## src/rtl/reram_activation_unit.sv

```systemverilog
// ----------------------------------------------------------------------------
// reram_activation_unit
//   Post-processing for ReRAM crossbar results. Each accepted result has the
//   crossbar zero point removed, goes through ReLU, is scaled down by a right
//   shift and saturated, then is queued in a small output FIFO with its neuron
//   index. A running argmax over the activated values of one inference is kept
//   and published with a one-cycle result_valid pulse when the inference ends.
//
// Ports
//   clk, rst_n            clock, asynchronous active-low reset
//   start                 begin an inference (honoured only in IDLE)
//   in_data/in_addr       crossbar result and its neuron index
//   in_valid              result present this cycle (no backpressure)
//   ctrl_done             upstream end-of-inference pulse (honoured in ACTIVE)
//   out_data/out_addr     FIFO head (activated value, neuron index)
//   out_valid/out_ready   FIFO handshake
//   argmax_idx/argmax_val largest activated value of the inference so far
//   result_valid          one-cycle pulse, argmax outputs are final
//   busy                  inference in progress (ACTIVE or DRAIN)
//   overflow              sticky, a result was dropped on a full FIFO
// ----------------------------------------------------------------------------
module reram_activation_unit #(
    parameter int IN_WIDTH    = 12,
    parameter int OUT_WIDTH   = 8,
    parameter int NUM_NEURONS = 256,
    parameter int ZERO_POINT  = 2048,
    parameter int SHIFT       = 3,
    parameter int FIFO_DEPTH  = 4
) (
    input  logic                 clk,
    input  logic                 rst_n,
    input  logic                 start,
    input  logic [IN_WIDTH-1:0]  in_data,
    input  logic [7:0]           in_addr,
    input  logic                 in_valid,
    input  logic                 ctrl_done,
    output logic [OUT_WIDTH-1:0] out_data,
    output logic [7:0]           out_addr,
    output logic                 out_valid,
    input  logic                 out_ready,
    output logic [7:0]           argmax_idx,
    output logic [OUT_WIDTH-1:0] argmax_val,
    output logic                 result_valid,
    output logic                 busy,
    output logic                 overflow
);

    localparam int CW = $clog2(NUM_NEURONS + 1);
    localparam int AW = $clog2(FIFO_DEPTH);
    localparam logic [IN_WIDTH:0]  ZP       = (IN_WIDTH + 1)'(ZERO_POINT);
    localparam logic [CW-1:0]      LAST_CNT = CW'(NUM_NEURONS - 1);
    localparam logic [AW:0]        FULL_CNT = (AW + 1)'(FIFO_DEPTH);

    typedef enum logic [1:0] {IDLE, ACTIVE, DRAIN, DONE} state_t;

    state_t              state;
    logic [CW-1:0]       acc_cnt;

    // stage 1 registers (after subtract/ReLU)
    logic                s1_vld;
    logic [IN_WIDTH-1:0] s1_val;
    logic [7:0]          s1_addr;

    // output FIFO
    logic [OUT_WIDTH-1:0] mem_data [FIFO_DEPTH];
    logic [7:0]           mem_addr [FIFO_DEPTH];
    logic [AW-1:0]        wr_ptr, rd_ptr;
    logic [AW:0]          fifo_cnt;
    logic                 am_seen;

    logic                 accept, last_acc, start_acc;
    logic                 full, pop, do_push;
    logic [IN_WIDTH:0]    diff;
    logic [IN_WIDTH-1:0]  relu, shifted;
    logic [OUT_WIDTH-1:0] act;

    assign accept    = (state == ACTIVE) && in_valid;
    assign last_acc  = accept && (acc_cnt == LAST_CNT);
    assign start_acc = (state == IDLE) && start;

    // Zero-point removal in IN_WIDTH+1 bits: the extra MSB is the sign.
    assign diff = {1'b0, in_data} - ZP;
    assign relu = diff[IN_WIDTH] ? '0 : diff[IN_WIDTH-1:0];

    assign shifted = s1_val >> SHIFT;
    generate
        if (IN_WIDTH > OUT_WIDTH) begin : g_sat
            assign act = (|shifted[IN_WIDTH-1:OUT_WIDTH]) ? '1 : shifted[OUT_WIDTH-1:0];
        end else begin : g_nosat
            assign act = OUT_WIDTH'(shifted);
        end
    endgenerate

    assign out_valid = (fifo_cnt != '0);
    assign full      = (fifo_cnt == FULL_CNT);
    assign pop       = out_valid && out_ready;
    // a pop in the same cycle frees the slot, so a full FIFO still accepts
    assign do_push   = s1_vld && (!full || pop);

    // Gate the head with out_valid so an empty FIFO (and reset) shows zeros.
    assign out_data = out_valid ? mem_data[rd_ptr] : '0;
    assign out_addr = out_valid ? mem_addr[rd_ptr] : '0;

    // Control FSM
    always_ff @(posedge clk or negedge rst_n) begin
        if (!rst_n) begin
            state        <= IDLE;
            acc_cnt      <= '0;
            busy         <= 1'b0;
            result_valid <= 1'b0;
        end else begin
            result_valid <= 1'b0;
            case (state)
                IDLE: begin
                    if (start) begin
                        state   <= ACTIVE;
                        acc_cnt <= '0;
                        busy    <= 1'b1;
                    end
                end
                ACTIVE: begin
                    if (accept)
                        acc_cnt <= acc_cnt + 1'b1;
                    if (last_acc || ctrl_done)
                        state <= DRAIN;
                end
                DRAIN: begin
                    // stage 1 empty and nothing queued: every result has left
                    if (!s1_vld && fifo_cnt == '0) begin
                        state        <= DONE;
                        busy         <= 1'b0;
                        result_valid <= 1'b1;
                    end
                end
                DONE: state <= IDLE;
                default: state <= IDLE;
            endcase
        end
    end

    // Datapath: stage 1, FIFO pointers/count, argmax, overflow.
    // Stage 2 (shift/saturate) writes straight into the FIFO storage.
    always_ff @(posedge clk or negedge rst_n) begin
        if (!rst_n) begin
            s1_vld     <= 1'b0;
            s1_val     <= '0;
            s1_addr    <= '0;
            wr_ptr     <= '0;
            rd_ptr     <= '0;
            fifo_cnt   <= '0;
            overflow   <= 1'b0;
            argmax_idx <= '0;
            argmax_val <= '0;
            am_seen    <= 1'b0;
        end else begin
            s1_vld <= accept;
            if (accept) begin
                s1_val  <= relu;
                s1_addr <= in_addr;
            end

            if (do_push) wr_ptr <= wr_ptr + 1'b1;
            if (pop)     rd_ptr <= rd_ptr + 1'b1;
            case ({do_push, pop})
                2'b10:   fifo_cnt <= fifo_cnt + 1'b1;
                2'b01:   fifo_cnt <= fifo_cnt - 1'b1;
                default: ;
            endcase

            if (start_acc) begin
                overflow   <= 1'b0;
                argmax_idx <= '0;
                argmax_val <= '0;
                am_seen    <= 1'b0;
            end else if (s1_vld) begin
                if (full && !pop)
                    overflow <= 1'b1;
                // strict compare keeps the earliest index on ties;
                // am_seen makes the first result load even when it is 0
                if (!am_seen || act > argmax_val) begin
                    argmax_idx <= s1_addr;
                    argmax_val <= act;
                    am_seen    <= 1'b1;
                end
            end
        end
    end

    // FIFO storage, no reset needed: reads are masked by out_valid
    always_ff @(posedge clk) begin
        if (do_push) begin
            mem_data[wr_ptr] <= act;
            mem_addr[wr_ptr] <= s1_addr;
        end
    end

endmodule

```

## config.mk

```make
export PLATFORM = sky130hd
export DESIGN_NAME = reram_activation_unit
export DESIGN_NICKNAME = d
export VERILOG_FILES = /design/src/rtl/reram_activation_unit.sv
export SDC_FILE = /design/constraint.sdc
export NUM_CORES = 1
export LEC_CHECK = 0
export ABC_AREA = 1
export CAP_MARGIN = 10
export CORE_MARGIN = 4
export CORE_UTILIZATION = 45
export CTS_BUF_LIST = sky130_fd_sc_hd__clkbuf_16
export CTS_CLUSTER_SIZE = 12
export DETAILED_ROUTE_END_ITERATION = 7
export DONT_BUFFER_PORTS = 1
export HOLD_SLACK_MARGIN = 0.15
export PLACE_DENSITY_LB_ADDON = 0.2
export SLEW_MARGIN = 20
export SYNTH_ARGS = -nofsm -noshare
export SYNTH_HDL_FRONTEND = slang
export SYNTH_SLANG_ARGS = --single-unit
```

## constraint.sdc

```tcl
create_clock -name clk -period 5.5 [get_ports clk]
set_clock_uncertainty 0.15 [all_clocks]
set_input_delay 1.65 -clock clk [delete_from_list [all_inputs] [get_ports clk]]
set_output_delay 1.65 -clock clk [all_outputs]
set_load 0.1 [all_outputs]
```

==> results of run 1 <==
-- worst max-delay path, cell delays in order, from the launching register on --
cell     delay [ps]
dfrtp_1         790
inv_2           340
nor2_1          180
o21ai_0         110
a21oi_2         190
buf_4           320
-- sequential cells by signal, summed over array words and instances (netlist names) --
signal / count
overflow: 1
am_seen: 1
wr_ptr: 2
argmax_val: 8
s1_vld: 1
fifo_cnt: 3
result_valid: 1
s1_val: 8
busy: 1
mem_addr: 32
argmax_idx: 8
mem_data: 32
rd_ptr: 2
s1_addr: 8
state: 2
acc_cnt: 9
-- stage by stage --
stage,hold slack (ps),utilization [%]
6_report,350,54.0
5_1_grt,354,54.0
4_1_cts,346,54.0
3_5_place_dp,330,48.5
3_3_place_gp,325,48.5
2_1_floorplan,303,-
-- cell families after synthesis --
kind of cell             share of synthesized area, %
AO/OA/AOI/OAI                                    8.80
XOR/XNOR                                        0.825
adder cells (fa/ha/maj)                          4.62
buffers and inverters                            6.27
flip-flops                                       62.2
AND/OR/NAND/NOR                                  17.3
-- cells in the final DEF (no fill, tap or decap), types with 2 or more instances in the layout --
master      netlist  layout
clkinv_4          1       4
nor3_1            2       2
nand2_1          66      66
inv_2             5       5
xor2_1            4       4
a21oi_1          26      10
inv_1            50      51
a21oi_2           1      17
o21ai_1           9       9
bufinv_16         0       4
nand2_2           3       3
nor2_1           93      89
dfrtp_1          55      55
nor2_2            4       8
nand4_1           2       2
buf_4             1      17
nand3_1          28      28
ha_1             18      18
nand2_4           4       4
clkinvlp_4        0       4
clkbuf_16         0      17
o21ai_0          49      49
edfxtp_1         64      64
inv_6             0       2
-- cells in the mapped netlist, types with 2 or more instances --
| library cell | number |
|---|---|
| nor2_1 | 93 |
| nand2_1 | 66 |
| edfxtp_1 | 64 |
| dfrtp_1 | 55 |
| inv_1 | 50 |
| o21ai_0 | 49 |
| nand3_1 | 28 |
| a21oi_1 | 26 |
| ha_1 | 18 |
| clkbuf_1 | 16 |
| o21ai_1 | 9 |
| buf_2 | 7 |
| inv_2 | 5 |
| nand2_4 | 4 |
| nor2_2 | 4 |
| xor2_1 | 4 |
| nand2_2 | 3 |
| nand4_1 | 2 |
| nor3_1 | 2 |
-- area by class of cell --
| type | instances | area share, % |
|---|---|---|
| clock buffer | 17 | 6.87 |
| clock inverter | 15 | 3.25 |
| inverter | 56 | 3.48 |
| multi-input combinational | 322 | 28.2 |
| sequential | 119 | 53.3 |
| tap | 143 | 2.89 |
| timing repair buffer | 17 | 2.06 |
-- worst max-delay path by stage --
stage / startpoint / cells after the start / end / slack, ps
finish: rd_ptr[1] / 5 / out_data[4] / 1350
global route: rd_ptr[1] / 5 / out_data[4] / 1100
global placement: rd_ptr[1] / 5 / out_data[4] / 1780
detailed placement: rd_ptr[1] / 5 / out_data[3] / 1750
CTS: rd_ptr[1] / 5 / out_data[3] / 1310
floorplan: fifo_cnt[0] / 5 / out_addr[0] / 1020
-- per-layer routing --
metal  wire [um]  up-vias  share of wire [%]
met3         656       14                6.2
met1        4640     1647                 44
met4         136        0                1.3
met5           0        -                  0
met2        5070       71                 48
li1            -     1743                  -
==> impl_summary.txt, run 1 <==
----------------------------------------------------
[STA]
  Unrepaired setup endpoints after global routing ... no
  Final critical delay including setup and external delays ... between 4000 and 5000 ps
  Setup slack of the critical path after layout ... about 1300 ps
  Highest clock rate ... between 200 and 250 MHz
  Headroom to the max-slew limit ... around 36%
  Setup total negative slack ... 0 ps
  Number of setup violations in the final report ... 0
  Worst Tran Pin Value ... 964 ps
  Hold violation count in the final report ... 0
  Final worst-path cycle share ... between 70% and 80%
  Pins Over Slew Limit ... 0

[Routing]
  Drt pass-1 iters ... 5
  Total number of vias ... roughly 3500
  Average routed wire per standard cell ... between 15 and 20 um
  Total wirelength of the detailed-routed design ... between 10 and 15 mm
  Drc violations ... 0
  Post-DR vias/cell ... 5.04
  Count of antenna-violating nets left after detailed routing ... 0
  Iteration-0 DRC Markers ... approximately 210

[Clock tree]
  Clk slew on worst S/H paths ... around 60 ps
  Resize count post-CTS ... 0
  CTS sink cnt ... 119
  Hold-fix buffer count after cts ... 0
  Buffer levels on the longest clock path ... 2
  CTS tree ... yes
  Clock insertion delay at the later pin of the skew report ... 410 ps
  Setup repair bufs after CTS ... 0
  Total clock buffers created by CTS ... 17
  Clock tree root buffer cell ... clkbuf_16
  H-tree levels ... 4

[Global route]
  Leftover overflow at the end of global routing ... 0
  Met3 Use GR ... 5.39%
  Met1 usage in global routing ... between 20% and 30%
  GRT Overall Usage ... between 10% and 20%
  Global Route met2 Usage ... about a quarter
  First-pass GRT wire length ... 17.0 mm
  Gr busiest metal ... met2
  Vias in the first global route ... between 3000 and 4000
  Maximum number of pins on one net before global-route repair ... 56
  Number of antenna violations at the first check in global routing ... 0

[Run]
  Max-capacitance violation count ... 0

[Floorplan]
  Row Count ... 39
  Number of I/O pins ... 62
  Initial cell density of the core ... between 40% and 50%
  Width of the die ... 117 um
  Die footprint ... 13600 um2
  Core Footprint ... between 10000 and 15000 um2
  Die Height ... 117 um

[Final layout]
  Filler cell count ... 1014
  Design Area, Final ... a little over 6000 um2
  Diode insertion count for antenna repair ... 0
  Layout overhead on the synthesized area ... 16.7%
  Fraction of final layout cells sized beyond drive strength 1 ... 16.7%
  Total number of nets in the final design ... 578
  Multi-input gate area in the final layout ... 1740 um2
  Number of standard cells in the final layout excluding fillers ... just under 700
  Storage cell area ... between 3000 and 4000 um2

[Place]
  Placed wire-length estimate after detailed placement ... roughly 6.7 mm
  Final RePlAce weighted congestion ... ~0.77
  Number of placed cells counting well taps ... roughly 660
  Port buffer count ... 0
  Placed instance area ... around 5600 um2
  Post-Place Worst Slack ... approximately 1800 ps

[Setup path]
  Capture instance of the worst register-to-register path ... fifo_cnt[2]
  Kind of capture point of the worst setup path ... output pin
  Endpoint required time on the critical path ... around 3700 ps
  Worst r2r src ... fifo_cnt[0]
  Depth of the worst register-to-register path ... 10
  Highest net fanout along the worst path ... 17
  Worst setup path class ... reg -> out
  Register-to-register setup slack ... between 2000 and 3000 ps
  Signal arrival time at the worst endpoint ... between 2000 and 2500 ps
  Sort of element at the start of the critical path ... flop

[Synth]
  Number of enable flip-flop cells after synthesis ... 64
  Asr flop ratio synth ... a little under half
  Top-area cell type share of the netlist area ... a little over a third
  Post-Syn Area per Cell ... between 10 and 15 um2
  Top_reg_cell synth ... edfxtp_1
  Post-Synthesis Cells ... between 500 and 600
  Synthesized cell area ... 5310 um2
  Count of synthesis-stage warnings from yosys ... 0
  Post-synthesis cell type with the largest combined area ... edfxtp_1
  Synth cell types ... 37
  Yosys reg bits ... ~120
  Total nets after synthesis ... 568
  Post-synthesis sequential area ratio ... approximately 62%
  Top area cells in the synthesized netlist ... edfxtp_1, dfrtp_1, nor2_1

[Hold path]
  Cell depth of the worst hold path ... 1
  Worst hold path class ... reg -> reg
  Min-delay src ... acc_cnt[3]
  Endpoint of the worst hold-timing path ... acc_cnt[3]

[Outcome]
  Run status ... finished, final reports clean

----------------------------------------------------
Power of run 1 is left out: the tool's default activity adds up to more than one toggle a clock period on the data nets, which glitch-free logic cannot reach.
==> run 2, diff against run 1 <==
==> constraint.sdc (replaced) <==
create_clock -name clk -period 3.9 [get_ports clk]
set_clock_uncertainty 0.15 [all_clocks]
set_input_delay 1.17 -clock clk [delete_from_list [all_inputs] [get_ports clk]]
set_output_delay 1.17 -clock clk [all_outputs]
set_load 0.1 [all_outputs]
==> impl_summary.txt, run 2 (synthesized netlist as in run 1, its figures left out) <==
----------------------------------------------------
[Run]
  Max-capacitance violation count ... 0 (unchanged)

[Final layout]
  Total number of nets in the final design ... 593 (+2.6%)
  Layout overhead on the synthesized area ... 17.7%
  Filler cell count ... 1007 (-0.69%)
  Fraction of final layout cells sized beyond drive strength 1 ... 18.2% (+1.5 points)
  Most common cell after layout, fill and taps aside ... nor2_1
  Biggest registers after layout ... mem_addr (32), mem_data (32), acc_cnt (9)
  Commonest cells after routing, fill and taps aside ... nor2_1, nand2_1, edfxtp_1, dfrtp_1, inv_1
  Diode insertion count for antenna repair ... 0 (unchanged)

[STA]
  Final worst-path cycle share ... about nine tenths
  Hold violation count in the final report ... 0 (unchanged)
  Highest clock rate ... around 280 MHz
  Pins Over Slew Limit ... 0 (unchanged)
  Number of setup violations in the final report ... 0 (unchanged)
  Worst Tran Pin Value ... 916 ps (-48.3 ps)
  Headroom to the max-slew limit ... 39.0% (+3.3 points)
  Unrepaired setup endpoints after global routing ... no
  Setup slack of the critical path after layout ... 355 ps (-992 ps)
  Final critical delay including setup and external delays ... roughly 3500 ps

[Clock tree]
  Total clock buffers created by CTS ... 17 (unchanged)
  Buffer levels on the longest clock path ... 2 (unchanged)
  Clk slew on worst S/H paths ... 50 ps (about the same)
  Setup repair bufs after CTS ... 0 (unchanged)
  CTS sink cnt ... 119 (unchanged)
  H-tree levels ... 4 (unchanged)
  Resize count post-CTS ... 0 (unchanged)
  CTS tree ... yes
  Clock tree root buffer cell ... clkbuf_16
  Clock insertion delay at the later pin of the skew report ... 410 ps (about the same)
  Hold-fix buffer count after cts ... 0 (unchanged)

[Global route]
  GRT Overall Usage ... 17.3% (+0.58 points)
  Leftover overflow at the end of global routing ... 0 (unchanged)
  Maximum number of pins on one net before global-route repair ... 56 (unchanged)
  First-pass GRT wire length ... 17.7 mm (+4.4%)
  Vias in the first global route ... 3537 (+3.8%)
  Number of antenna violations at the first check in global routing ... 0 (unchanged)

[Floorplan]
  Row Count ... 39 (unchanged)
  Die Height ... 117 um (unchanged)
  Number of I/O pins ... 62 (unchanged)
  Initial cell density of the core ... 46.3% (unchanged)
  Width of the die ... 117 um (unchanged)
  Die footprint ... 13600 um2 (unchanged)
  Core Footprint ... 11500 um2 (unchanged)

[Place]
  Final RePlAce weighted congestion ... 0.801 (+3.9%)
  Port buffer count ... 0 (unchanged)
  Post-Place Worst Slack ... 789 ps (-964 ps)
  Placed wire-length estimate after detailed placement ... 6.91 mm (+2.5%)

[Setup path]
  Max stage delay cell, worst path ... dfrtp_1
  Critical-path cell list ... buf_4 > nor2_1 > nor2_1 > o21ai_0 > a21oi_2 > buf_4
  Highest net fanout along the worst path ... 19 (+2)
  Kind of capture point of the worst setup path ... output pin
  Register-to-register setup slack ... 1190 ps (-1350 ps)
  Delay of the slowest cell on the worst path ... 690 ps (-100 ps)
  Sort of element at the start of the critical path ... flop
  Worst r2r src ... fifo_cnt[1]
  Depth of the worst register-to-register path ... 11 (+1)
  Signal arrival time at the worst endpoint ... 2230 ps (-120 ps)
  Capture instance of the worst register-to-register path ... fifo_cnt[2]
  Endpoint required time on the critical path ... 2580 ps (-1120 ps)
  Worst setup path class ... reg -> out

[Routing]
  Total number of vias ... 3533 (+1.7%)
  Drt pass-1 iters ... 4 (-1)
  Drc violations ... 0 (unchanged)
  Iteration-0 DRC Markers ... 207 (+0.98%)
  Total wirelength of the detailed-routed design ... 10.7 mm (+2.2%)
  Average routed wire per standard cell ... 15.3 um (about the same)
  Count of antenna-violating nets left after detailed routing ... 0 (unchanged)
  Post-DR vias/cell ... 5.02 (-0.50%)

[Outcome]
  Run status ... finished, final reports clean

[Hold path]
  Worst hold path class ... in -> async

----------------------------------------------------
## run 2: cell types whose count changed in the layout (fill, tap and decap cells not counted), moves of 2 or more
cell,change
clkinvlp_4,-2
buf_4,+15
clkinv_2,+3
clkbuf_16,+2
bufinv_16,-3
nor2_2,-4
nor2_1,+4
## run 2: area by class of cell
type / instances / area [um2] / area share [%]
Sequential cell: 119 / 3300 / 52.8
Multi-Input combinational cell: 322 / 1730 / 27.8
Clock buffer: 19 / 475 / 7.61
Timing Repair Buffer: 32 / 240 / 3.85
Inverter: 56 / 215 / 3.45
Tap cell: 143 / 179 / 2.86
Clock inverter: 13 / 104 / 1.66
## run 2: worst max-delay path, delay by kind of cell (launching register included)
kind            cells  cell delay, ps
compound gates      2             300
simple gates        2             150
buf+inv             2             660
flops               1             690
## run 2: through the flow
stage          std cells  hold slack [ps]  cell area [um2]  TNS (ps)  utilization [%]
4_1_cts              704              288             6250         0             54.5
3_3_place_gp         672              325             5670         0             49.4
6_report             704              302             6250         0             54.5
5_1_grt              704              285             6250         0             54.5
2_1_floorplan        523              303             5310      -990                -
3_5_place_dp         672              328             5670         0             49.4
## run 2: layer usage
layer  GRT usage [%]  vias to the layer above  wire (um)
met2            27.3                       83       5140
met3            5.23                       14        781
met1            22.5                     1661       4680
li1                -                     1775          -
met5               0                        -          0
met4            6.88                        0        133
## run 2: worst max path at each step
stage,cells after the start,from,slack (ps),endpoint
after floorplan,5,fifo_cnt[0],-100,out_addr[0]
after global placement,6,rd_ptr[0],810,out_data[6]
after detailed placement,6,rd_ptr[0],790,out_data[6]
after CTS,6,rd_ptr[0],350,out_data[7]
after global routing,6,rd_ptr[0],200,out_addr[2]
final,6,rd_ptr[0],350,out_data[7]
Power of run 2 is left out for the same reason.
